==> src/rtl/uart_tx_arbiter.sv <==
// Packet-granular round-robin arbiter sharing one UART transmitter between two byte streams.
// Optional per-requester byte and timeout statistics are enabled with `define UART_ARB_STATS_EN.
module uart_tx_arbiter #(
  parameter int unsigned DATA_WIDTH   = 8,
  parameter int unsigned LOCK_TIMEOUT = 1024,
  parameter int unsigned TO_WIDTH     = 11
) (
  input  logic                  clk,
  input  logic                  rst_n,
  input  logic [DATA_WIDTH-1:0] req0_data,
  input  logic                  req0_valid,
  input  logic                  req0_last,
  output logic                  req0_ready,
  input  logic [DATA_WIDTH-1:0] req1_data,
  input  logic                  req1_valid,
  input  logic                  req1_last,
  output logic                  req1_ready,
  output logic [DATA_WIDTH-1:0] tx_data,
  output logic                  tx_valid,
  input  logic                  tx_ready,
  output logic [1:0]            grant,
  output logic                  lock_timeout
`ifdef UART_ARB_STATS_EN
  ,
  output logic [15:0]           stat0_bytes,
  output logic [15:0]           stat1_bytes,
  output logic [7:0]            stat_timeouts
`endif
);

  typedef enum logic [1:0] {
    IDLE  = 2'd0,
    LOCK0 = 2'd1,
    LOCK1 = 2'd2
  } state_e;

  localparam logic [TO_WIDTH-1:0] TO_LIMIT = TO_WIDTH'(LOCK_TIMEOUT - 1);

  state_e                  state_q, state_d;
  logic                    last_owner_q, last_owner_d;
  logic [TO_WIDTH-1:0]     to_cnt_q, to_cnt_d;
  logic [DATA_WIDTH-1:0]   tx_data_q, tx_data_d;
  logic                    tx_valid_q, tx_valid_d;
  logic                    lock_timeout_q, lock_timeout_d;

  logic out_free;
  logic acc0, acc1, accept;
  logic owner, own_valid, own_last;

  // tx_ready reaches only the ready outputs; everything driving the UART is registered.
  assign out_free   = !tx_valid_q || tx_ready;
  assign req0_ready = (state_q == LOCK0) && out_free;
  assign req1_ready = (state_q == LOCK1) && out_free;

  assign acc0      = req0_valid && req0_ready;
  assign acc1      = req1_valid && req1_ready;
  assign accept    = acc0 || acc1;
  assign owner     = (state_q == LOCK1);
  assign own_valid = owner ? req1_valid : req0_valid;
  assign own_last  = acc1 ? req1_last : req0_last;

  always_comb begin
    state_d        = state_q;
    last_owner_d   = last_owner_q;
    to_cnt_d       = to_cnt_q;
    tx_data_d      = tx_data_q;
    tx_valid_d     = tx_valid_q;
    lock_timeout_d = 1'b0;

    if (accept) begin
      tx_data_d  = acc1 ? req1_data : req0_data;
      tx_valid_d = 1'b1;
    end else if (tx_ready) begin
      tx_valid_d = 1'b0;
    end

    unique case (state_q)
      IDLE: begin
        to_cnt_d = '0;
        if (req0_valid && (!req1_valid || last_owner_q)) begin
          state_d = LOCK0;
        end else if (req1_valid) begin
          state_d = LOCK1;
        end
      end
      LOCK0, LOCK1: begin
        if (accept) begin
          to_cnt_d = '0;
          if (own_last) begin
            state_d      = IDLE;
            last_owner_d = owner;
          end
        end else if (!own_valid && (LOCK_TIMEOUT != 0)) begin
          // A stalled owner with valid high is waiting on the UART, not idle.
          if (to_cnt_q == TO_LIMIT) begin
            state_d        = IDLE;
            last_owner_d   = owner;
            lock_timeout_d = 1'b1;
            to_cnt_d       = '0;
          end else begin
            to_cnt_d = to_cnt_q + TO_WIDTH'(1);
          end
        end
      end
      default: state_d = IDLE;
    endcase
  end

  always_ff @(posedge clk or negedge rst_n) begin
    if (!rst_n) begin
      state_q        <= IDLE;
      last_owner_q   <= 1'b1;
      to_cnt_q       <= '0;
      tx_data_q      <= '0;
      tx_valid_q     <= 1'b0;
      lock_timeout_q <= 1'b0;
    end else begin
      state_q        <= state_d;
      last_owner_q   <= last_owner_d;
      to_cnt_q       <= to_cnt_d;
      tx_data_q      <= tx_data_d;
      tx_valid_q     <= tx_valid_d;
      lock_timeout_q <= lock_timeout_d;
    end
  end

  assign tx_data      = tx_data_q;
  assign tx_valid     = tx_valid_q;
  assign grant        = {state_q == LOCK1, state_q == LOCK0};
  assign lock_timeout = lock_timeout_q;

`ifdef UART_ARB_STATS_EN
  logic [15:0] stat0_q, stat0_d;
  logic [15:0] stat1_q, stat1_d;
  logic [7:0]  stat_to_q, stat_to_d;

  always_comb begin
    stat0_d   = stat0_q;
    stat1_d   = stat1_q;
    stat_to_d = stat_to_q;
    if (acc0 && (stat0_q != '1)) stat0_d = stat0_q + 16'd1;
    if (acc1 && (stat1_q != '1)) stat1_d = stat1_q + 16'd1;
    if (lock_timeout_d && (stat_to_q != '1)) stat_to_d = stat_to_q + 8'd1;
  end

  always_ff @(posedge clk or negedge rst_n) begin
    if (!rst_n) begin
      stat0_q   <= '0;
      stat1_q   <= '0;
      stat_to_q <= '0;
    end else begin
      stat0_q   <= stat0_d;
      stat1_q   <= stat1_d;
      stat_to_q <= stat_to_d;
    end
  end

  assign stat0_bytes   = stat0_q;
  assign stat1_bytes   = stat1_q;
  assign stat_timeouts = stat_to_q;
`endif

endmodule

==> config.mk <==
export PLATFORM = sky130hd
export DESIGN_NAME = uart_tx_arbiter
export DESIGN_NICKNAME = d
export VERILOG_FILES = /design/src/rtl/uart_tx_arbiter.sv
export SDC_FILE = /design/constraint.sdc
export NUM_CORES = 1
export LEC_CHECK = 0
export BUFFER_PORTS_ARGS = -buffer_cell sky130_fd_sc_hd__clkbuf_2
export CORE_UTILIZATION = 38
export DETAILED_ROUTE_END_ITERATION = 10
export PLACE_DENSITY_LB_ADDON = 0.1
export REMOVE_ABC_BUFFERS = 1
export SLEW_MARGIN = 30
export SYNTH_ARGS = -nofsm -noshare
export SYNTH_HDL_FRONTEND = slang
export SYNTH_SLANG_ARGS = --single-unit
==> constraint.sdc <==
create_clock -name clk -period 5.69 [get_ports clk]
set_clock_uncertainty 0.05 [all_clocks]
set_input_delay 0.569 -clock clk [delete_from_list [all_inputs] [get_ports clk]]
set_output_delay 0.569 -clock clk [all_outputs]
set_load 0.02 [all_outputs]
==> results summary <==
The netlist uses 32 different library cells. In this run the core area contains 21 standard-cell rows. For this run, the detailed router's first-pass iteration total came to 4. The number of hold-slack violations in the final timing report came to 0.

The power per cell area is 458 nW/um2. The number of CTS-inserted buffers came out at 3. In this run the post-CTS setup repair buffer count came out at 0. The pre-CTS worst setup slack is roughly 3.2 ns.

The largest incremental delay on the critical path came out at 0.49 ns. At the worst endpoint, the required time is 5.86 ns. The cell count after synthesis came out at ~140.

For this block, the initial DRC count from the detailed router was 49. The slew at the pin closest to its max-slew limit came out at between 0.6 and 0.7 ns. The antenna violation net count after detailed routing came out at 0. The total of endpoints with negative setup slack in the final report came out at 0.

The worst setup path is of the reg -> reg kind. The setup TNS after final layout came out at 0 ns. The post-CTS resize count is 0. Summing over every cut layer, the via total after detailed routing is 1116. The number of max-capacitance violations reported came out at 0.

The growth of design area from synthesis to finish came out at 18.7%. The die extent in y is 61.2 um. The sink count of the clock tree is 24. The synthesized design devotes to its leading area cell type 43.2% of total area. The biggest area contributor in the post-synthesis netlist is dfrtp_1.

The category of the worst setup path capture point is a flip-flop. The weighted congestion at the end of routability-driven global placement came out at 0.774. The number of cells on the critical path came out at 7. The number of buffers and inverters on the critical path is 1. The floorplan core area came out at between 3000 and 4000 um2.

The finished cells cover 1580 um2. The root buffer cell chosen for the clock tree is clkbuf_4. The overall power after layout came out at 0.724 mW.

The number of H-tree levels is 1. The number of diodes added for antenna fixing is 0. For the worst flop-to-flop path, the logic depth is 7. The highest ir drop seen on vdd came out at approximately 120 uV. The ratio of final minimum period to clock period is 42.3%. The horizontal die dimension came out at 61.2 um. The total count of max-transition violations in the final report came out at 0.

Summed over all cells, the static leakage comes to about 0.83 nW. The flow ran to the end, and the final reports show no timing, DRC or antenna violations. The count of warnings emitted by yosys is 0. Subtracting the final worst setup slack from the clock period gives 2.41 ns. Summing every instance area after synthesis gives roughly 1300 um2. The startpoint of the most critical register-to-register path is state_q[0]. On the critical path, the stage with the largest delay is an instance of a21o_1.

The pin count of the biggest net entering global routing came out at 25. The count of non-filler cells in the finished layout came out at 222. On the critical path the largest part of the delay comes from simple AND/OR/NAND/NOR gates. The maximum frequency from static timing analysis came out at 416 MHz. The register bit count reported by yosys came out at 24. The starting density of the core is 39.9%. The number of cells in the design after placement came out at 218. The type of origin of the critical path is a flip-flop.

The initial antenna violation count is 0. The clock tree from TritonCTS is done. The DRC violation count after routing is 0. The clock reaches the later pin of the worst-skew pair after 0.31 ns. The source of the critical timing path is state_q[0].

The mean number of vias per cell came out at 5.03. After synthesis, the cell types taking the most area are dfrtp_1 43%, mux2i_1 8.3%, o21ai_0 7.9%. The critical path goes through inv_1 > ha_1 > nand2_1 > a21o_1 > nand3_4 > or2_2 > o41ai_1.

The total grt overflow is 0. Setup repair after global routing left no endpoint under its margin. 37 I/O pins were placed. The final layout contains between 200 and 250 nets. Headroom to the max-slew limit came out at 58.8%. The floorplan step defined a die boundary enclosing 3740 um2. The worst hold-check path type is in -> async. After detailed placement, the total cell area comes to 1540 um2.

The fraction of layout cells with a size suffix above 1 came out at ~28%. The synthesized area divided by synthesized cell count is 9.38 um2. In the final routed layout, each cell accounts on average for 12.3 um.

The port buffer count is 36. The number of buffers added to fix hold violations after cts came out at 0. The worst path meets setup with 3.28 ns of slack. The final layout contains routed wiring with a total length of 2740 um. The post-synthesis sequential area ratio is 45.2%. The first global-routing pass estimated 4510 um of wire. The clock-pin slew reported for the worst setup and hold paths after clock tree synthesis is between 0.1 and 0.15 ns.

The global-route usage over all layers came out at 16.4%. The via count of the first global-routing pass is 987. The placed wire-length estimate is 2020 um.

The number of buffers on the longest clock path is 2. The highest fanout seen on the critical path is 20. STA puts the critical path data arrival time at 2.57 ns.
cell usage in the layout (no fill, tap or decap):
cell      count
inv_2         1
o31ai_1       3
and3_1        6
inv_1         5
clkbuf_2     36
clkbuf_8      1
o41ai_1       1
a21o_1        2
dfrtp_1      23
clkbuf_4      3
ha_1          4
nor2b_1       2
a31oi_1       1
or4_4         1
nand3b_1      1
or2_2         1
mux2i_1      11
nand3_4       1
nand3_1       5
a211o_1       1
mux2_4        1
o21a_1        1
dfstp_2       1
nand2b_1      6
o22a_1        1
nor2_1       11
and2_1        1
nand4_1       2
a31oi_2       1
nand3_2       1
o21ai_0      21
a221oi_2      1
nand2_1      19
registers in the layout, summed over array words and instances (netlist names):
name          flops
lock_timeout      1
last_owner_q      1
to_cnt_q         11
tx_data           8
tx_valid          1
state_q           2
metal layers:
| layer | vias up | routed length, um | global-route usage [%] |
|---|---|---|---|
| met2 | 27 | 1220 | 25.9 |
| met4 | 0 | 23 | 6.82 |
| li1 | 569 | - | - |
| met1 | 518 | 1390 | 22.0 |
| met5 | - | 0 | 0 |
| met3 | 2 | 100 | 3.15 |
path summary, 6_finish.rpt:
path,to,slack (ns)
max reg2reg,to_cnt_q[8],3.28
min in group clk,tx_data[2],0.45
max,to_cnt_q[8],3.28
min,to_cnt_q[6],0.19
min reg2reg,tx_data[2],0.45
max in group asynchronous,to_cnt_q[4],4.99
stage by stage:
stage,util (%),hold WS [ns]
finish,47.4,0.186
global route,47.4,0.206
CTS,47.2,0.194
detailed placement,46.1,0.427
global placement,46.1,0.413
floorplan,-,0.223
report_power, final:
part	switching (mW)	internal [mW]	total (mW)
Combinational	0.247	0.138	0.385
Clock	0.0515	0.0391	0.0906
Sequential	0.0291	0.220	0.249
cells by family after synthesis:
group / share of synthesized area, %
AND/OR/NAND/NOR: 22.3
AO/OA/AOI/OAI: 15.3
flip-flops: 45.2
buffers and inverters: 4.04
multiplexers: 9.40
adder cells (fa/ha/maj): 3.76
synthesized netlist by cell type (all sizes together):
| master | instances |
|---|---|
| nand4 | 2 |
| o41ai | 1 |
| mux2 | 1 |
| or4 | 1 |
| mux2i | 11 |
| nor2 | 11 |
| a211o | 1 |
| buf | 3 |
| a31oi | 2 |
| and2 | 1 |
| clkbuf | 3 |
| nand2 | 19 |
| o31ai | 3 |
| inv | 6 |
| o22a | 1 |
| ha | 4 |
| nand2b | 6 |
| nor2b | 2 |
| o21ai | 21 |
| nand3b | 1 |
| a21o | 2 |
| o21a | 1 |
| or2 | 1 |
| a221oi | 1 |
| nand3 | 7 |
| dfrtp | 23 |
| dfstp | 1 |
| and3 | 6 |
area by class of cell:
type / count / area (um2)
clock buffer: 4 / 36.3
fill: 344 / 1760
inverter: 6 / 22.5
multi-input combinational: 106 / 682
sequential: 24 / 602
tap: 46 / 57.6
timing repair buffer: 36 / 180
(Power assumes the default switching activity.)
